==> config.mk <==
export PLATFORM = sky130hd
export DESIGN_NAME = tile_lane_engine
export DESIGN_NICKNAME = d
export VERILOG_FILES = /design/src/rtl/tile_lane_engine_pkg.sv /design/src/rtl/tile_lane_engine_lfsr8.sv /design/src/rtl/tile_lane_engine.sv
export SDC_FILE = /design/constraint.sdc
export NUM_CORES = 1
export LEC_CHECK = 0
export ABC_AREA = 1
export CORE_MARGIN = 5
export CORE_UTILIZATION = 35
export DETAILED_ROUTE_END_ITERATION = 7
export PLACE_DENSITY = 0.67
export SYNTH_ARGS = -nofsm -noshare
export SYNTH_HDL_FRONTEND = slang
export SYNTH_SLANG_ARGS = --single-unit
export TNS_END_PERCENT = 10
==> constraint.sdc <==
create_clock -name clk -period 5.6 [get_ports clk]
set_input_delay 1.12 -clock clk [delete_from_list [all_inputs] [get_ports clk]]
set_output_delay 1.12 -clock clk [all_outputs]
set_load 0.01 [all_outputs]
==> src/rtl/tile_lane_engine_pkg.sv <==
// Shared definitions for the tile lane engine.
//   state_t     : game FSM encoding (IDLE / RUN / OVER)
//   row_t       : one board row (valid, lane, hit)
//   LANES       : number of key lanes
//   LFSR_TAPS   : feedback mask for taps 8,6,5,4 of the spawn LFSR
//   lane_onehot : lane index -> one-hot key pattern
//   lfsr_next   : one Fibonacci LFSR step (shift left, feedback into bit 0)
package tile_lane_engine_pkg;

  typedef enum logic [1:0] {
    ST_IDLE = 2'd0,
    ST_RUN  = 2'd1,
    ST_OVER = 2'd2
  } state_t;

  localparam int LANES = 4;
  localparam logic [7:0] LFSR_TAPS = 8'hB8;

  // Field order gives the row offsets: valid at bit 3, lane at bits 2:1, hit at bit 0.
  typedef struct packed {
    logic       valid;
    logic [1:0] lane;
    logic       hit;
  } row_t;

  localparam row_t ROW_EMPTY = 4'b0000;

  function automatic logic [LANES-1:0] lane_onehot(input logic [1:0] lane);
    return 4'b0001 << lane;
  endfunction

  function automatic logic [7:0] lfsr_next(input logic [7:0] q);
    return {q[6:0], ^(q & LFSR_TAPS)};
  endfunction

endpackage

==> src/rtl/tile_lane_engine_lfsr8.sv <==
// 8-bit Fibonacci LFSR that drives tile spawning.
// Ports:
//   clk   in  system clock
//   reset in  synchronous active-high reset, loads seed
//   load  in  reload seed (start of a new game)
//   seed  in  [7:0] load value, must be nonzero so the sequence never sticks at 0
//   adv   in  advance one step
//   q     out [7:0] current LFSR value
module lfsr8
  import tile_lane_engine_pkg::*;
(
  input  logic       clk,
  input  logic       reset,
  input  logic       load,
  input  logic [7:0] seed,
  input  logic       adv,
  output logic [7:0] q
);

  // LFSR register: reset/load take priority over advancing.
  always_ff @(posedge clk) begin
    if (reset) begin
      q <= seed;
    end else if (load) begin
      q <= seed;
    end else if (adv) begin
      q <= lfsr_next(q);
    end else begin
      q <= q;
    end
  end

endmodule

==> src/rtl/tile_lane_engine.sv <==
// Falling-tile game core. Scrolls a ROWS-deep, 4-lane board one row on every
// counter wrap, spawns tiles from an LFSR, judges key presses against row 0
// and keeps a saturating score.
// Ports:
//   clk       in  system clock
//   reset     in  synchronous active-high reset
//   start     in  game enable level
//   count     in  [7:0] counter value
//   reset_at  in  [7:0] counter period (0 = 256)
//   key       in  [3:0] debounced lane buttons
//   tiles     out [4*ROWS-1:0] one-hot lane per row for live unhit tiles
//   score     out [7:0] tiles hit, saturating at 255
//   game_over out high in OVER
//   running   out high in RUN
module tile_lane_engine
  import tile_lane_engine_pkg::*;
#(
  parameter int         ROWS = 4,
  parameter logic [7:0] SEED = 8'hA5
) (
  input  logic              clk,
  input  logic              reset,
  input  logic              start,
  input  logic [7:0]        count,
  input  logic [7:0]        reset_at,
  input  logic [3:0]        key,
  output logic [4*ROWS-1:0] tiles,
  output logic [7:0]        score,
  output logic              game_over,
  output logic              running
);

  state_t     state_r, state_n;
  row_t       rows_r [ROWS];
  row_t       rows_n [ROWS];
  row_t       row0_s;
  logic [7:0] score_r, score_n;
  logic [3:0] key_prev_r;
  logic [3:0] key_edge_s;
  logic [7:0] last_s;
  logic       step_s;
  logic       over_s;
  logic       lfsr_load_s;
  logic       lfsr_adv_s;
  logic [7:0] lfsr_q;
  logic       unused_lfsr_high;

  lfsr8 u_lfsr (
    .clk   (clk),
    .reset (reset),
    .load  (lfsr_load_s),
    .seed  (SEED),
    .adv   (lfsr_adv_s),
    .q     (lfsr_q)
  );

  // Only the low five bits choose the spawned tile; the rest only feed the LFSR itself.
  assign unused_lfsr_high = ^lfsr_q[7:5];

  assign key_edge_s = key & ~key_prev_r;
  assign last_s     = (reset_at == 8'd0) ? 8'd255 : reset_at - 8'd1;
  assign step_s     = (state_r == ST_RUN) && start && (count == last_s);

  // Judge, scroll and FSM next-state; judge runs first so a hit on the step cycle is not a miss.
  always_comb begin
    state_n     = state_r;
    score_n     = score_r;
    rows_n      = rows_r;
    row0_s      = rows_r[0];
    over_s      = 1'b0;
    lfsr_load_s = 1'b0;
    lfsr_adv_s  = 1'b0;
    case (state_r)
      ST_IDLE: begin
        for (int r = 0; r < ROWS; r++) rows_n[r] = ROW_EMPTY;
        if (start) begin
          state_n     = ST_RUN;
          score_n     = 8'd0;
          lfsr_load_s = 1'b1;
        end else begin
          state_n = ST_IDLE;
        end
      end
      ST_RUN: begin
        if (!start) begin
          state_n = ST_IDLE;
          for (int r = 0; r < ROWS; r++) rows_n[r] = ROW_EMPTY;
        end else begin
          if (key_edge_s != 4'd0) begin
            if (row0_s.valid && !row0_s.hit && (key_edge_s == lane_onehot(row0_s.lane))) begin
              row0_s.hit = 1'b1;
              score_n    = (score_r == 8'd255) ? score_r : score_r + 8'd1;
            end else begin
              over_s = 1'b1;
            end
          end else begin
            over_s = 1'b0;
          end
          rows_n[0] = row0_s;
          // A live tile still unhit in row 0 when the board scrolls is a miss.
          if (step_s && !over_s) begin
            if (row0_s.valid && !row0_s.hit) begin
              over_s = 1'b1;
            end else begin
              for (int r = 0; r < ROWS - 1; r++) rows_n[r] = rows_r[r+1];
              rows_n[ROWS-1] = {(lfsr_q[4:2] != 3'd0), lfsr_q[1:0], 1'b0};
              lfsr_adv_s     = 1'b1;
            end
          end else begin
            lfsr_adv_s = 1'b0;
          end
          state_n = over_s ? ST_OVER : ST_RUN;
        end
      end
      ST_OVER: begin
        if (!start) begin
          state_n = ST_IDLE;
          for (int r = 0; r < ROWS; r++) rows_n[r] = ROW_EMPTY;
        end else begin
          state_n = ST_OVER;
        end
      end
      default: begin
        state_n = ST_IDLE;
        for (int r = 0; r < ROWS; r++) rows_n[r] = ROW_EMPTY;
      end
    endcase
  end

  // State, board, score and key history registers.
  always_ff @(posedge clk) begin
    if (reset) begin
      state_r    <= ST_IDLE;
      score_r    <= 8'd0;
      key_prev_r <= 4'd0;
      for (int r = 0; r < ROWS; r++) rows_r[r] <= ROW_EMPTY;
    end else begin
      state_r    <= state_n;
      score_r    <= score_n;
      key_prev_r <= key;
      for (int r = 0; r < ROWS; r++) rows_r[r] <= rows_n[r];
    end
  end

  // Render live, unhit tiles as one-hot lane nibbles.
  always_comb begin
    tiles = '0;
    for (int r = 0; r < ROWS; r++) begin
      if (rows_r[r].valid && !rows_r[r].hit) begin
        tiles[4*r +: 4] = lane_onehot(rows_r[r].lane);
      end else begin
        tiles[4*r +: 4] = 4'd0;
      end
    end
  end

  assign score     = score_r;
  assign game_over = (state_r == ST_OVER);
  assign running   = (state_r == ST_RUN);

endmodule

==> results of run 1 <==
[cell families (layout without fill, tap and decap cells)]
family          Yosys count  count (layout)  synth area share (%)
compound gates           51              51                  12.7
flops                    37              37                  34.5
xor+xnor                  6               6                  2.44
fa+ha+maj                 3               3                  1.75
simple gates            174             174                  37.9
buf+inv                  57             108                  10.7
[per-stage QoR]
| step | util [%] | hold WS, ns | instances | power, mW |
|---|---|---|---|---|
| after floorplan | - | 0.424 | 328 | 0.319 |
| after global placement | 45.1 | 0.441 | 446 | 0.349 |
| after detailed placement | 45.1 | 0.441 | 446 | 0.350 |
| after CTS | 47.1 | 0.452 | 454 | 0.587 |
| after global routing | 47.1 | 0.467 | 454 | 0.609 |
| final | 47.1 | 0.450 | 454 | 0.581 |
[critical path: stages]
cell and delay [ns]:
clkdlybuf4s50_1 0.45, inv_1 0.17, ha_1 0.29, nand2_1 0.08, nand2_1 0.05, nand2_1 0.05
nor2_1 0.13, nor2_1 0.06, nor2_1 0.10, nand3_1 0.12, nor2_4 0.14, nand3_4 0.18
nand2_2 0.14, nand2_2 0.16, nand2_1 0.10, a21oi_1 0.06
[layer usage]
metal  wire length (um)  part of all wire (%)  global-route usage [%]
met1               2360                    48                    17.7
met2               2280                    46                    21.5
met3                254                   5.1                    3.17
met4                 55                   1.1                    4.53
met5                  0                     0                       0
[power by group]
part | internal (mW) | switching, mW | total, mW
clock network | 0.145 | 0.0918 | 0.237
registers | 0.267 | 0.00288 | 0.270
logic | 0.0327 | 0.0416 | 0.0743
total | 0.445 | 0.136 | 0.581
[state kept, by name, indices dropped and copies added, names as in the netlist]
register and count:
state_r 2, key_prev_r 4, row0_s 3, rows_r 12, score 8, u_lfsr.q 8
[final timing paths]
check | startpoint | end | slack [ns] | cells past startpoint
worst max-delay path | reset_at[0] | rows_r[5]$_SDFFE_PP0P_ | 2.33 | 16
worst min-delay path | u_lfsr.q[6]$_SDFFE_PP0P_ | u_lfsr.q[6]$_SDFFE_PP0P_ | 0.45 | 2
worst max register to register | state_r[0]$_SDFF_PP0_ | rows_r[5]$_SDFFE_PP0P_ | 3.55 | 13
worst min register to register | u_lfsr.q[6]$_SDFFE_PP0P_ | u_lfsr.q[6]$_SDFFE_PP0P_ | 0.45 | 2
[layout make-up]
type	instances	area, um^2
clock inverters	1	30.0
clock buffers	7	86.3
well taps	75	93.8
multi-input cells	234	1180
flip-flops and latches	37	741
fillers	616	3150
inverters	52	195
repair buffers	48	480
[placed cells by master, fill, tap and decap left out, types with 3 or more instances in the layout]
cell type / netlist / final
nor2_4: 5 / 5
nand3_1: 22 / 22
xnor2_1: 5 / 5
o21ai_0: 16 / 16
inv_2: 10 / 10
a21oi_1: 28 / 28
nor2_2: 4 / 4
nand4_1: 6 / 6
clkbuf_8: 0 / 6
inv_1: 42 / 42
dfxtp_1: 37 / 37
nand2_1: 76 / 76
clkdlybuf4s50_1: 0 / 48
ha_1: 3 / 3
nor2_1: 36 / 36
nand2_2: 8 / 8
nor3_1: 14 / 14
==> results.json, run 1 <==
{
  "dp_hpwl_mm": 3.85,
  "period_needed_ns": 3.27,
  "die_width_um": 88.4,
  "worstSkewPairLatency_ns": 0.29,
  "finalCritPeriodShare_pct": 58.4,
  "cts.clk_slew.worst_paths_ns": 0.07,
  "overflow": 0,
  "ys_dominant_reg_cell": "dfxtp_1",
  "syn_avg_cell_area_um2": 6.55,
  "final.setup.tns_ns": 0,
  "cts_setup_buffers": 0,
  "start_util_pct": 36.1,
  "synthTopCellsByArea": "dfxtp_1 34%, nand2_1 13%, inv_1 7.3%",
  "avgRoutedWirePerCell_um": 10.9,
  "worstSetupEndpointType": "flip-flop",
  "tritoncts": "built",
  "num_rows": 28,
  "dieHeight_um": 88.4,
  "finalWorstSetupSlack_ns": 2.33,
  "htree_levels": 2,
  "dpl-instance-area_um2": 2690,
  "rsz0062_at_grt": "false",
  "crit_fanout": 17,
  "grt_pass1_wl_mm": 8.43,
  "vias_per_cell": 4.75,
  "yosysSeqAreaShare_pct": 34.5,
  "cts.hold.buffers_added": 0,
  "hp-class": "flip-flop to flip-flop",
  "synth_top_area_cell": "dfxtp_1",
  "syn2layout_area_growth_pct": 30.5,
  "crit_arrival_ns": 3.41,
  "crit_path_start_kind": "primary input",
  "nNetsFinal": 404,
  "synth.ff_latch_count": 37,
  "stdcell_area_um2": 2810,
  "routabilityCongestion": 0.887,
  "hold_violations": 0,
  "fin_skew_ns": 0.00745,
  "io_buffers": 48,
  "cp.required_ns": 5.74,
  "cts_resized": 0,
  "layout-drive-gt1-share_pct": 10.3,
  "die_area_um2": 7810,
  "worstMarginPinSlew_ns": 0.725,
  "drv_cap": 0,
  "clock_sinks": 37,
  "ir_worst_vdd_v": 0.000138,
  "synth_cells": 328,
  "status": "completed",
  "wirelength_mm": 4.95,
  "cts_root_buf": "clkbuf_8",
  "synth.most_common_cell": "nand2_1",
  "core-area_um2": 5960,
  "drc_errors": 0,
  "ctsLongestPathBuffers": 2,
  "async_reset_ff_share_pct": 0,
  "dp_slack_ns": 2.03,
  "synth_top_area_share_pct": 34.5,
  "routed-via-count": 2158,
  "drtPass1Iterations": 4,
  "setup_viol": 0,
  "crit_type": "primary input to flip-flop",
  "cts_made_buffers": 5,
  "syn_nets": 354,
  "io_pins": 49,
  "grt_pass1_vias": 1958,
  "grt_util_all_layers_pct": 13.4,
  "synth_edf_count": 0,
  "ys_types": 28,
  "max_slew_margin_pct": 51.5,
  "grt_max_degree": 21,
  "synth_common_cells": "76 x nand2_1, 42 x inv_1, 37 x dfxtp_1",
  "max_freq_mhz": 306,
  "yosys_warnings": 0,
  "detail-route-antenna-nets": 0,
  "drt_iter0_drc": 80,
  "antenna_cells": 0,
  "finalMaxSlewViolations": 0,
  "antenna_found_initial": 0,
  "p_leak_nw": 1.11,
  "netlist_area_um2": 2150,
  "powerDensity_nw_per_um2": 207
}
(Power assumes the default switching activity.)
==> inputs of run 2 (changes only) <==
Clock period 5.6 ns to 3.1 ns, I/O delays scaled along.
==> run 2 against run 1 <==
  * Sequential power is 80% higher
  * Utilization increased by 0.13 points
  * Worst setup slack got worse by 1.9 ns
  * Clock-buffer cell count unchanged
  * Design area increased by 0.27%
  * Critical path type unchanged
==> results.json, run 2 (same netlist as run 1, synthesis figures left out) <==
{
  "final_common_cell": "nand2_1",
  "drtPass1Iterations": 4,
  "vias_per_cell": 4.75,
  "drv_cap": 0,
  "crit_type": "primary input to flip-flop",
  "avgRoutedWirePerCell_um": 11.1,
  "placedCellCount": 449,
  "drc_errors": 0,
  "crit_path_start_kind": "primary input",
  "routabilityCongestion": 0.893,
  "worstSetupEndpointType": "flip-flop",
  "wirelength_mm": 5.06,
  "dieHeight_um": 88.4,
  "m1WireLength_mm": 2.39,
  "detail-route-antenna-nets": 0,
  "grt_util_all_layers_pct": 13.9,
  "num_rows": 28,
  "setup_viol": 0,
  "grt_pass1_vias": 2061,
  "largest_reg_flops": 12,
  "met3_length_um": 256,
  "finalCritPeriodShare_pct": 86.0,
  "antenna_cells": 0,
  "antenna_found_initial": 0,
  "die_width_um": 88.4,
  "routed-via-count": 2170,
  "worstMarginPinSlew_ns": 0.274,
  "cts_root_buf": "clkbuf_8",
  "powerDensity_nw_per_um2": 352,
  "r2r-end": "rows_r[10]$_SDFFE_PP0P_",
  "topRoutingLayerUsed": "met4",
  "tritoncts": "built",
  "max_slew_margin_pct": 81.6,
  "syn2layout_area_growth_pct": 30.8,
  "hold_depth": 2,
  "cp.required_ns": 3.28,
  "fin_skew_ns": 0.00387,
  "die_area_um2": 7810,
  "hp-start": "u_lfsr.q[6]$_SDFFE_PP0P_",
  "max_freq_mhz": 375,
  "most-common-layout-cells": "76 x nand2_1, 48 x clkdlybuf4s50_1, 42 x inv_1, 37 x dfxtp_1, 36 x nor2_1",
  "dp_hpwl_mm": 3.91,
  "grt_max_degree": 21,
  "io_pins": 49,
  "r2r_slack_ns": 1.17,
  "p_leak_nw": 1.12,
  "cts_made_buffers": 5,
  "worstSkewPairLatency_ns": 0.29,
  "period_needed_ns": 2.67,
  "r2r_start": "state_r[0]$_SDFF_PP0_",
  "overflow": 0,
  "cts_resized": 0,
  "hold_violations": 0,
  "drt_iter0_drc": 143,
  "io_buffers": 48,
  "cp-startpoint": "reset_at[0]",
  "grt_pass1_wl_mm": 8.75,
  "ir_worst_vdd_v": 0.000260,
  "status": "completed",
  "num-fill-cells": 604,
  "whs_endpoint": "u_lfsr.q[6]$_SDFFE_PP0P_",
  "wl_met2_mm": 2.32,
  "largest-register": "rows_r",
  "rsz0062_at_grt": "false",
  "r2r_cells": 13,
  "cts.hold.buffers_added": 0,
  "crit_fanout": 13,
  "clock_sinks": 37,
  "ctsLongestPathBuffers": 2,
  "nNetsFinal": 407,
  "crit_arrival_ns": 2.84,
  "layout-drive-gt1-share_pct": 11.3,
  "core-area_um2": 5960,
  "hp-class": "flip-flop to flip-flop",
  "fin_cells": 457,
  "cts_setup_buffers": 0,
  "cts.clk_slew.worst_paths_ns": 0.07,
  "start_util_pct": 36.1,
  "htree_levels": 2,
  "final.setup.tns_ns": 0,
  "finalMaxSlewViolations": 0,
  "finalPower_uw": 990
}
-- run 2: cell count changes in the layout (fill, tap and decap cells not counted), sizes merged --
cell    before  now
buf          0    3
clkinv       0    1
bufinv       1    0
-- run 2: how the worst max path moves through the flow --
| stage | endpoint | cells past startpoint |
|---|---|---|
| final | rows_r[10]$_SDFFE_PP0P_ | 15 |
| after global routing | rows_r[9]$_SDFFE_PP0P_ | 16 |
| after CTS | rows_r[10]$_SDFFE_PP0P_ | 15 |
| after detailed placement | rows_r[10]$_SDFFE_PP0P_ | 15 |
| after global placement | rows_r[7]$_SDFFE_PP0P_ | 15 |
| after floorplan | row0_s[2]$_SDFFE_PP0P_ | 16 |
-- run 2: final cells by class --
cell class / instances / area [um^2] / share of cell area, %
multi-input cells: 234 / 1180 / 41.9
flip-flops and latches: 37 / 741 / 26.3
repair buffers: 51 / 503 / 17.9
inverters: 52 / 195 / 6.94
clock buffers: 7 / 96.3 / 3.43
well taps: 75 / 93.8 / 3.34
clock inverters: 1 / 5.00 / 0.178
-- run 2: critical path, stage by stage --
cell	delay, ns
clkdlybuf4s50_1	0.51
inv_1	0.12
ha_1	0.29
xnor2_1	0.20
nand2_1	0.09
nand2_1	0.06
nand2_1	0.04
nor2_1	0.09
nand3_1	0.13
nor2_4	0.14
nand3_4	0.11
nand2_2	0.10
nand2_2	0.16
nand2_1	0.11
a21oi_1	0.06
-- run 2: per-layer routing --
metal	vias up	global-route usage, %
met1	960	17.4
met3	10	3.45
li1	1152	-
met2	48	22.8
met5	-	0
met4	0	5.77
-- run 2: report_power, final --
| part | internal [mW] | leakage [nW] | switching (mW) |
|---|---|---|---|
| Sequential | 0.482 | 0.300 | 0.00555 |
| Clock | 0.201 | 0.0542 | 0.165 |
| Combinational | 0.0612 | 0.762 | 0.0755 |
-- run 2: stage by stage --
stage               utilization, %  worst slack (ns)  area [um^2]  hold slack, ns
floorplan                        -             0.829         2150           0.424
CTS                           47.2             0.467         2810           0.456
global route                  47.2             0.202         2810           0.482
detailed placement            45.5             0.165         2710           0.445
finish                        47.2             0.433         2810           0.451
global placement              45.5             0.217         2710           0.438
==> patch, RTL diff (flow settings as in run 2) <==
Change the parameter `ROWS` from 4 to 16. Comments in the files are not updated.
--- a/src/rtl/tile_lane_engine.sv
+++ b/src/rtl/tile_lane_engine.sv
@@ -15,7 +15,7 @@
 module tile_lane_engine
   import tile_lane_engine_pkg::*;
 #(
-  parameter int         ROWS = 4,
+  parameter int         ROWS = 16,
   parameter logic [7:0] SEED = 8'hA5
 ) (
   input  logic              clk,
Ports: changed (resized tiles); port bits go from 49 to 97. No check against the original RTL was run, so the function may have changed too.
==> patch against run 2 <==
  * Via count rose by 130%
  * Design area rose by 130%
  * Clock skew rose by 0.0076 ns
  * Power rose to 2.6 times the old value
  * Critical path depth rose by 2
  * Clock power rose to 3.1 times the old value
  * Setup slack got worse by 0.078 ns
  * Sequential cell count rose by 48
  * Combinational power rose by 130%
  * Hold slack improved by 0.0049 ns
  * Highest routed layer unchanged
  * Non-clock buffer count rose by 60
  * Synthesized area rose by 130%
  * Routed wire length rose by 150%
  * Die area rose by 110%
==> patch: results (changes against run 2) <==
Clocking
  • Max H-tree Level: 3 (+1)
  • CTS Root Buffer Type: clkbuf_16
  • Num CTS Buffers: 9 (+4)
  • Worst-Skew Late Latency: 0.34 ns (+0.05 ns)
  • Post-CTS Setup Repair Bufs: 0 (unchanged)
  • Reg clk slew, reported paths: 0.07 ns (about the same)
  • Post-CTS sizing: 0 (unchanged)
  • Clock buffer depth: 2 (unchanged)

Place
  • PortBufs: 96 (+100%)
  • Dpl cells: 1043 (+130%)
  • DP Area: 6101 um2 (+130%)
  • RePlAce Congestion: 0.8331 (-6.7%)
  • Pre-CTS worst setup slack: 0.01796 ns (-0.1473 ns)
  • DP HPWL: 8.597 mm (+120%)

Finish
  • Fillers: 1437 (+140%)
  • Nonclk inv count: 88 (+69%)
  • Layout cells sized above 1: 6.371% (-4.9 points)
  • Bufs w/o clock: 111 (+120%)
  • Max reg flops: 60 (+48)
  • Post-layout util: 46.35% (-0.88 points)
  • FFs & Latches: 85 (+130%)
  • Seq area share: 26.55% (+0.22 points)
  • Multi-input gate area: 2683 um2 (+130%)
  • Multi-input gate count: 579 (+150%)
  • Final non-clock buffer share: 18.12% (+0.24 points)
  • Final clock-cell share: 4.803% (+1.2 points)
  • Final std cells w/o fill: 1059 (+130%)
  • Nets: 900 (+120%)

Drt
  • WL/cell: 11.74 um (+6.2%)
  • DR WL met3: 527 um (+110%)
  • Met2 WL: 5.745 mm (+150%)
  • Starting DRC count in detailed routing: 448 (+210%)
  • Met1 WL: 5.885 mm (+150%)
  • Vias post-DR: 5050 (+130%)
  • ANT nets after route: 0 (unchanged)

Global route
  • Largest net degree at the start of global routing: 56 (+170%)
  • First-pass GRT wire length: 20.70 mm (+140%)
  • GRT Overall Usage: 14.90% (+1.0 points)
  • Vias in the first global route: 4452 (+120%)

Logic synthesis
  • Register area share after synthesis: 34.53% (+0.068 points)
  • Synth Instances: 795 (+140%)
  • Syn nets: 821 (+130%)
  • Top cells by area, synth: dfxtp_1 35%, nand3_1 12%, nand2_1 11%
  • Yosys cell types: 27 (-3.6%)
  • Synth top cells by count: 148 x nand2_1, 124 x nor2_1, 121 x nand3_1

Critical path
  • Data arrival, critical path: 2.98 ns (+0.14 ns)
  • CP max FO: 19 (+6)
  • FF-to-FF Start: row0_s[1]$_SDFFE_PP0P_

Timing
  • Slew HR: 60.53% (-21 points)
  • Setup Skew: 0.01143 ns (+0.007567 ns)

Outcome
  • Status: finished, final reports clean

Power
  • Lkg Pwr: 2.724 nW (+140%)
  • VDD IR max: 0.0002200 V (-15%)

Floorplan
  • Core Rows: 43 (+54%)
[patch: cell types whose count changed after synthesis, moves of 8 or more]
cell      change
nand3_1      +99
nor2_1       +88
nand2_1      +72
dfxtp_1      +48
nor3_1       +48
inv_1        +43
a21oi_1      +40
clkbuf_1     +17
buf_2         +9
or2_2         +9
inv_2         -8
[patch: kinds of logic (layout without fill, tap and decap cells)]
family / count (synthesis) / count (layout) / synth area share, %
AO/OA/AOI/OAI: 84 / 84 / 8.733
XOR/XNOR: 5 / 5 / 0.8885
adder cells (fa/ha/maj): 3 / 3 / 0.7617
buffers and inverters: 131 / 215 / 11.45
flip-flops: 85 / 85 / 34.53
AND/OR/NAND/NOR: 487 / 487 / 43.64
[patch: path summary, 6_finish.rpt]
kind / to / slack (ns) / cells past startpoint
max: rows_r[27]$_SDFFE_PP0P_ / 0.36 / 17
min: u_lfsr.q[6]$_SDFFE_PP0P_ / 0.46 / 2
max reg2reg: rows_r[27]$_SDFFE_PP0P_ / 0.84 / 13
min reg2reg: u_lfsr.q[6]$_SDFFE_PP0P_ / 0.46 / 2
[patch: per-layer routing]
layer  up-vias  global-route usage, %
met5         -                      0
met1      2194                  19.60
li1       2737                      -
met3        21                  2.491
met2        98                  24.42
met4         0                  5.744
[patch: worst max-delay path, cell delays in order]
cell	delay, ns
clkdlybuf4s50_1	0.51
inv_1	0.09
ha_1	0.20
nand3_1	0.10
inv_1	0.06
nand2_2	0.17
nand2_1	0.07
nand2_1	0.09
nand2_1	0.06
nor2_1	0.08
nand2_1	0.07
nor2_2	0.11
nand4_2	0.12
nand2_4	0.16
nand2_2	0.24
nor2_1	0.18
nor2_1	0.06
[patch: report_power, final]
part	switching [mW]	internal (mW)
sequential	0.0324	1.13
combinational	0.184	0.136
clock	0.481	0.636
total	0.698	1.90
